==> src/rtl/spec_ghr.sv <==
// spec_ghr: speculative / architectural global branch history register.
//
// ghr_spec is shifted on every accepted prediction, ghr_arch on every
// resolve. A small FIFO keeps the predicted direction of each in-flight
// branch so an in-order resolve can be checked against what was predicted.
// A mispredict or a flush rebuilds ghr_spec from the committed history and
// squashes everything still in flight.
//
// Optional feature: define SPEC_GHR_PERF_CNT_EN to build the saturating
// resolved / mispredict performance counters. Without it both counter
// outputs are tied to zero and no counter flops exist.
module spec_ghr #(
  parameter int WIDTH = 8,
  parameter int DEPTH = 8
) (
  input  logic                         clk,
  input  logic                         rst,
  input  logic                         pred_valid,
  input  logic                         pred_taken,
  output logic                         pred_ready,
  input  logic                         resolve_valid,
  input  logic                         resolve_taken,
  input  logic                         flush,
  output logic [WIDTH-1:0]             ghr_spec,
  output logic [WIDTH-1:0]             ghr_arch,
  output logic                         mispredict,
  output logic [$clog2(DEPTH+1)-1:0]   count,
  output logic                         empty,
  output logic [15:0]                  perf_resolved,
  output logic [15:0]                  perf_mispred
);

  localparam int CW = $clog2(DEPTH + 1);
  localparam int PW = $clog2(DEPTH);
  localparam logic [CW-1:0] DEPTH_C = CW'(DEPTH);

  // Architectural state
  logic [WIDTH-1:0] ghr_spec_q, ghr_spec_d;
  logic [WIDTH-1:0] ghr_arch_q, ghr_arch_d;
  logic [CW-1:0]    count_q, count_d;
  logic [PW-1:0]    wr_ptr_q, wr_ptr_d;
  logic [PW-1:0]    rd_ptr_q, rd_ptr_d;
  logic             mispredict_q, mispredict_d;
  logic             fifo_q [DEPTH];

  // Per-cycle decode
  logic pred_ready_s;
  logic pred_acc_s;
  logic pred_push_s;
  logic res_acc_s;
  logic pop_s;
  logic head_bit_s;
  logic mispred_s;
  logic squash_s;

  // Handshake decode: acceptance, head compare and squash condition.
  always_comb begin
    pred_ready_s = (count_q < DEPTH_C);
    pred_acc_s   = pred_valid & pred_ready_s;
    res_acc_s    = resolve_valid & (count_q != {CW{1'b0}});
    head_bit_s   = fifo_q[rd_ptr_q];
    mispred_s    = res_acc_s & (resolve_taken != head_bit_s);
    squash_s     = mispred_s | flush;
    // A squash makes any same-cycle prediction the youngest casualty.
    pred_push_s  = pred_acc_s & ~squash_s;
    // Entries are discarded wholesale on squash, so only a clean resolve pops.
    pop_s        = res_acc_s & ~squash_s;
  end

  // Next-state computation for histories, pointers and occupancy.
  always_comb begin
    ghr_arch_d   = ghr_arch_q;
    ghr_spec_d   = ghr_spec_q;
    count_d      = count_q;
    wr_ptr_d     = wr_ptr_q;
    rd_ptr_d     = rd_ptr_q;
    mispredict_d = mispred_s;

    if (res_acc_s) begin
      ghr_arch_d = {ghr_arch_q[WIDTH-2:0], resolve_taken};
    end else begin
      ghr_arch_d = ghr_arch_q;
    end

    if (squash_s) begin
      // Restart speculation from the committed history, including this
      // cycle's resolve.
      ghr_spec_d = ghr_arch_d;
      count_d    = {CW{1'b0}};
      wr_ptr_d   = {PW{1'b0}};
      rd_ptr_d   = {PW{1'b0}};
    end else begin
      if (pred_push_s) begin
        ghr_spec_d = {ghr_spec_q[WIDTH-2:0], pred_taken};
        wr_ptr_d   = wr_ptr_q + PW'(1);
      end else begin
        ghr_spec_d = ghr_spec_q;
        wr_ptr_d   = wr_ptr_q;
      end

      if (pop_s) begin
        rd_ptr_d = rd_ptr_q + PW'(1);
      end else begin
        rd_ptr_d = rd_ptr_q;
      end

      case ({pred_push_s, pop_s})
        2'b10:   count_d = count_q + CW'(1);
        2'b01:   count_d = count_q - CW'(1);
        default: count_d = count_q;
      endcase
    end
  end

  // State registers with synchronous active-low reset.
  always_ff @(posedge clk) begin
    if (!rst) begin
      ghr_spec_q   <= {WIDTH{1'b0}};
      ghr_arch_q   <= {WIDTH{1'b0}};
      count_q      <= {CW{1'b0}};
      wr_ptr_q     <= {PW{1'b0}};
      rd_ptr_q     <= {PW{1'b0}};
      mispredict_q <= 1'b0;
    end else begin
      ghr_spec_q   <= ghr_spec_d;
      ghr_arch_q   <= ghr_arch_d;
      count_q      <= count_d;
      wr_ptr_q     <= wr_ptr_d;
      rd_ptr_q     <= rd_ptr_d;
      mispredict_q <= mispredict_d;
    end
  end

  // Predicted-direction storage, written at the tail on each push.
  always_ff @(posedge clk) begin
    if (!rst) begin
      for (int i = 0; i < DEPTH; i++) begin
        fifo_q[i] <= 1'b0;
      end
    end else if (pred_push_s) begin
      fifo_q[wr_ptr_q] <= pred_taken;
    end else begin
      fifo_q[wr_ptr_q] <= fifo_q[wr_ptr_q];
    end
  end

`ifdef SPEC_GHR_PERF_CNT_EN
  logic [15:0] perf_res_q;
  logic [15:0] perf_mis_q;

  // Saturating event counters for resolves and mispredicts.
  always_ff @(posedge clk) begin
    if (!rst) begin
      perf_res_q <= 16'h0000;
      perf_mis_q <= 16'h0000;
    end else begin
      if (res_acc_s && (perf_res_q != 16'hFFFF)) begin
        perf_res_q <= perf_res_q + 16'h0001;
      end else begin
        perf_res_q <= perf_res_q;
      end
      if (mispred_s && (perf_mis_q != 16'hFFFF)) begin
        perf_mis_q <= perf_mis_q + 16'h0001;
      end else begin
        perf_mis_q <= perf_mis_q;
      end
    end
  end

  assign perf_resolved = perf_res_q;
  assign perf_mispred  = perf_mis_q;
`else
  assign perf_resolved = 16'h0000;
  assign perf_mispred  = 16'h0000;
`endif

  assign pred_ready = pred_ready_s;
  assign ghr_spec   = ghr_spec_q;
  assign ghr_arch   = ghr_arch_q;
  assign mispredict = mispredict_q;
  assign count      = count_q;
  assign empty      = (count_q == {CW{1'b0}});

endmodule
==> config.mk <==
export PLATFORM = sky130hd
export DESIGN_NAME = spec_ghr
export DESIGN_NICKNAME = d
export VERILOG_FILES = /design/src/rtl/spec_ghr.sv
export SDC_FILE = /design/constraint.sdc
export NUM_CORES = 1
export LEC_CHECK = 0
export CORE_UTILIZATION = 48
export CTS_BUF_LIST = sky130_fd_sc_hd__clkbuf_8
export DETAILED_ROUTE_END_ITERATION = 16
export PLACE_DENSITY = 0.82
export SYNTH_ARGS = -nofsm -noshare
export SYNTH_HDL_FRONTEND = slang
export SYNTH_SLANG_ARGS = --single-unit
==> constraint.sdc <==
create_clock -name clk -period 4.5 [get_ports clk]
set_input_delay 0.45 -clock clk [delete_from_list [all_inputs] [get_ports clk]]
set_output_delay 0.45 -clock clk [all_outputs]
set_load 0.005 [all_outputs]
==> results.toml <==
[synth]
synth_xor_xnor_area_share_pct = 3.46
synthAdderAreaFrac_pct = 3.09
muxShareOfSynthArea_pct = 14.5
synth_flop_cell = "dfxtp_1"
synth_top_family_by_area = "simple AND/OR/NAND/NOR gates"
ys_async_sr_fraction_pct = 0
synth_area_leader_cell = "dfxtp_1"
yosysMostFrequentCell = "nand2_1"
synth_compound_area_share_pct = 7.60
synth_top_area_share_pct = 37.6
synthCells = 233
synth_area_leaders = "dfxtp_1, buf_4, nand2_1, mux2_4, a21oi_1"
synth-seq-cells = 38
yosysWarnings = 0
syn_area_mm2 = 0.00203
syn_avg_cell_area_um2 = 8.69
yosysUniqueCellTypes = 37
synth_common_cells = "nand2_1, dfxtp_1, buf_4, a21oi_1, nor2_1"
synth-edff-count = 0
synth-simple-area-share_pct = 19.0
yosysSeqAreaShare_pct = 37.6

[placement]
dp_hpwl_mm = 2.71
io_buffers = 29
dpl_cell_area_mm2 = 0.00222
place.gp.congestion = 0.822
dp_cells = 302

[drt]
via_per_inst = 4.94
routed_wl_mm = 3.64
final_antenna_net_count = 0
vias = 1530
firstDrtPassIters = 4
remaining_drc_errors = 0
drt_first_iter_violations = 51
wl_per_cell_um = 11.7

[floorplanning]
coreArea_mm2 = 0.00403
ioPinCount = 62
start_util_pct = 50.3
die-width_um = 67.0
die_y_um = 67.0
die-area_mm2 = 0.00448
rows = 23

[sta]
fmax_ghz = 0.294
post-route-min-period_ns = 3.40
finalCritPeriodShare_pct = 75.6
drv_slew = 0
setup_viol = 0
clock_skew_ns = 0.00808
setup_tns_ns = 0
finalHoldViolations = 0
rsz0062_at_grt = "false"

[final_layout]
fin_util_pct = 57.7
nets = 271
drive_above_1_share_pct = 8.85
syn2layout_area_growth_pct = 14.8
design_area_mm2 = 0.00232
antenna_cells = 0
layoutNonFillerInstCount = 310

[flow_run]
maxCapViolations = 0

[power_and_ir_drop]
p_total_uw = 677
p_int_uw = 522
swShare_pct = 22.8
clockPowerShare_pct = 41.7
p_leak_nw = 0.967
ir_worst_vdd_uv = 276
pwr_density_cell_mw_per_mm2 = 291
share_comb_of_total_power_pct = 7.8
p_seq_share_pct = 50.6
p_sw_uw = 155

[status]
status = "completed"

[setup_path]
worstPathRequired_ns = 4.68
crit_type = "flip-flop to flip-flop"
slowest_delay_ns = 0.52
slowest_stage = "mux4_2"
crit_fanout = 11
cp.arrival_ns = 3.58
path_cells = "mux2_2, mux4_2, mux2_4, nor2b_4, nand2_1, ha_1, xor2_1, ha_1, a21oi_1, xor2_1, nor2_1, xnor2_1, nor2_1"
critPathLaunchType = "flip-flop"
cp-end-kind = "flip-flop"

[global_routing]
antenna_found_initial = 0
first_global_vias = 1326
groute.usage.overall_pct = 18.0
gr-total-overflow = 0
grt_max_degree = 18
grt_pass1_wl_mm = 5.93

[clock_network]
cts-root-buf = "clkbuf_8"
htreeDepth = 2
clock_latency_ns = 0.29
ctsResizeCount = 0
cts_max_path_buffers = 2
cts_hold_buf = 0
numCtsBuffers = 5
clock_sinks = 38
clk_pin_slew_ns = 0.08
cts_tree = "done"
cts_setup_buffers = 0

[worst_hold_path]
worstHoldPathType = "flip-flop to flip-flop"
==> final timing paths <==
path	cells after the start	slack [ns]	endpoint	start
worst max-delay path	13	1.10	count[2]	flip-flop
worst min-delay path	2	0.46	fifo_q[6]	fifo_q[6]
worst max register to register	13	1.10	count[2]	flip-flop
worst min register to register	2	0.46	fifo_q[6]	fifo_q[6]
==> logic make-up (layout without fill, tap and decap cells) <==
family,Yosys count,after routing
DFF,38,38
other,1,32
buffers and inverters,45,41
muxes,23,23
xor gates and xnor gates,8,8
adders and majority gates,5,5
AOI/OAI and AO/OA,28,28
and+or+nand+nor,85,85
==> critical path: cells and delay by family, from the launching register on <==
| family | cells | cell delay (ns) |
|---|---|---|
| compound gates | 1 | 0.14 |
| xor+xnor | 3 | 0.45 |
| fa+ha+maj | 2 | 0.47 |
| flops | 1 | 0.40 |
| mux | 3 | 1.18 |
| simple gates | 4 | 0.64 |
==> cell usage in the layout (no fill, tap or decap) <==
| cell | Yosys | layout |
|---|---|---|
| clkbuf_8 | 0 | 5 |
| nor4_1 | 1 | 1 |
| mux2_1 | 1 | 1 |
| o41a_1 | 1 | 1 |
| conb_1 | 1 | 32 |
| o31ai_1 | 1 | 1 |
| or3_1 | 1 | 1 |
| mux2i_1 | 9 | 9 |
| a22oi_1 | 1 | 1 |
| nand2b_1 | 5 | 5 |
| mux2_4 | 9 | 9 |
| dfxtp_1 | 38 | 38 |
| buf_4 | 32 | 1 |
| nor2b_1 | 1 | 1 |
| nand3_1 | 4 | 4 |
| clkinv_1 | 1 | 1 |
| ha_1 | 5 | 5 |
| inv_1 | 2 | 2 |
| bufinv_16 | 0 | 1 |
| xor2_1 | 5 | 5 |
| nand4_1 | 3 | 3 |
| nand4b_1 | 1 | 1 |
| and2_1 | 1 | 1 |
| nand3b_1 | 2 | 2 |
| o21ai_0 | 1 | 1 |
| nor2b_4 | 1 | 1 |
| mux2_2 | 3 | 3 |
| a211oi_1 | 1 | 1 |
| and3_1 | 1 | 1 |
| nor3b_1 | 1 | 1 |
| clkdlybuf4s50_1 | 0 | 29 |
| a21oi_1 | 23 | 23 |
| clkinv_2 | 0 | 2 |
| nor2_1 | 12 | 12 |
| mux4_2 | 1 | 1 |
| xnor2_1 | 3 | 3 |
| nand2_1 | 50 | 50 |
| nor3_1 | 1 | 1 |
==> area by class of cell <==
cell class              instances  area (µm²)
flip-flops and latches         38         761
fillers                       341        1700
well taps                      50        62.6
inverters                       3        11.3
multi-input cells             181        1080
repair buffers                 30         298
clock buffers                   5        68.8
clock inverters                 3        40.0
==> state kept, by name, summed over array words and instances, names as in the netlist, named ones only <==
name        count
fifo_q          8
ghr_arch        8
ghr_spec        8
count           4
rd_ptr_q        3
wr_ptr_q        3
mispredict      1
==> power groups by stage <==
stage	Sequential (mW)	Clock (mW)	Combinational, mW
finish	0.342	0.282	0.0527
global route	0.343	0.301	0.0609
CTS	0.342	0.288	0.0528
detailed placement	0.350	0	0.0527
global placement	0.350	0	0.0515
floorplan	0.349	0	0.0574
==> stage by stage <==
step | hold slack [ns] | setup slack [ns]
finish | 0.464 | 1.10
global route | 0.479 | 0.905
CTS | 0.469 | 1.08
detailed placement | 0.458 | 0.953
global placement | 0.448 | 1.08
floorplan | 0.434 | 1.39
==> routing by layer <==
metal	wire length [µm]	GRT usage [%]
met5	0	0
met4	37	7.18
met3	145	4.11
met2	1790	29.7
met1	1670	22.5
No activity file was read; power rests on OpenSTA's default activity.
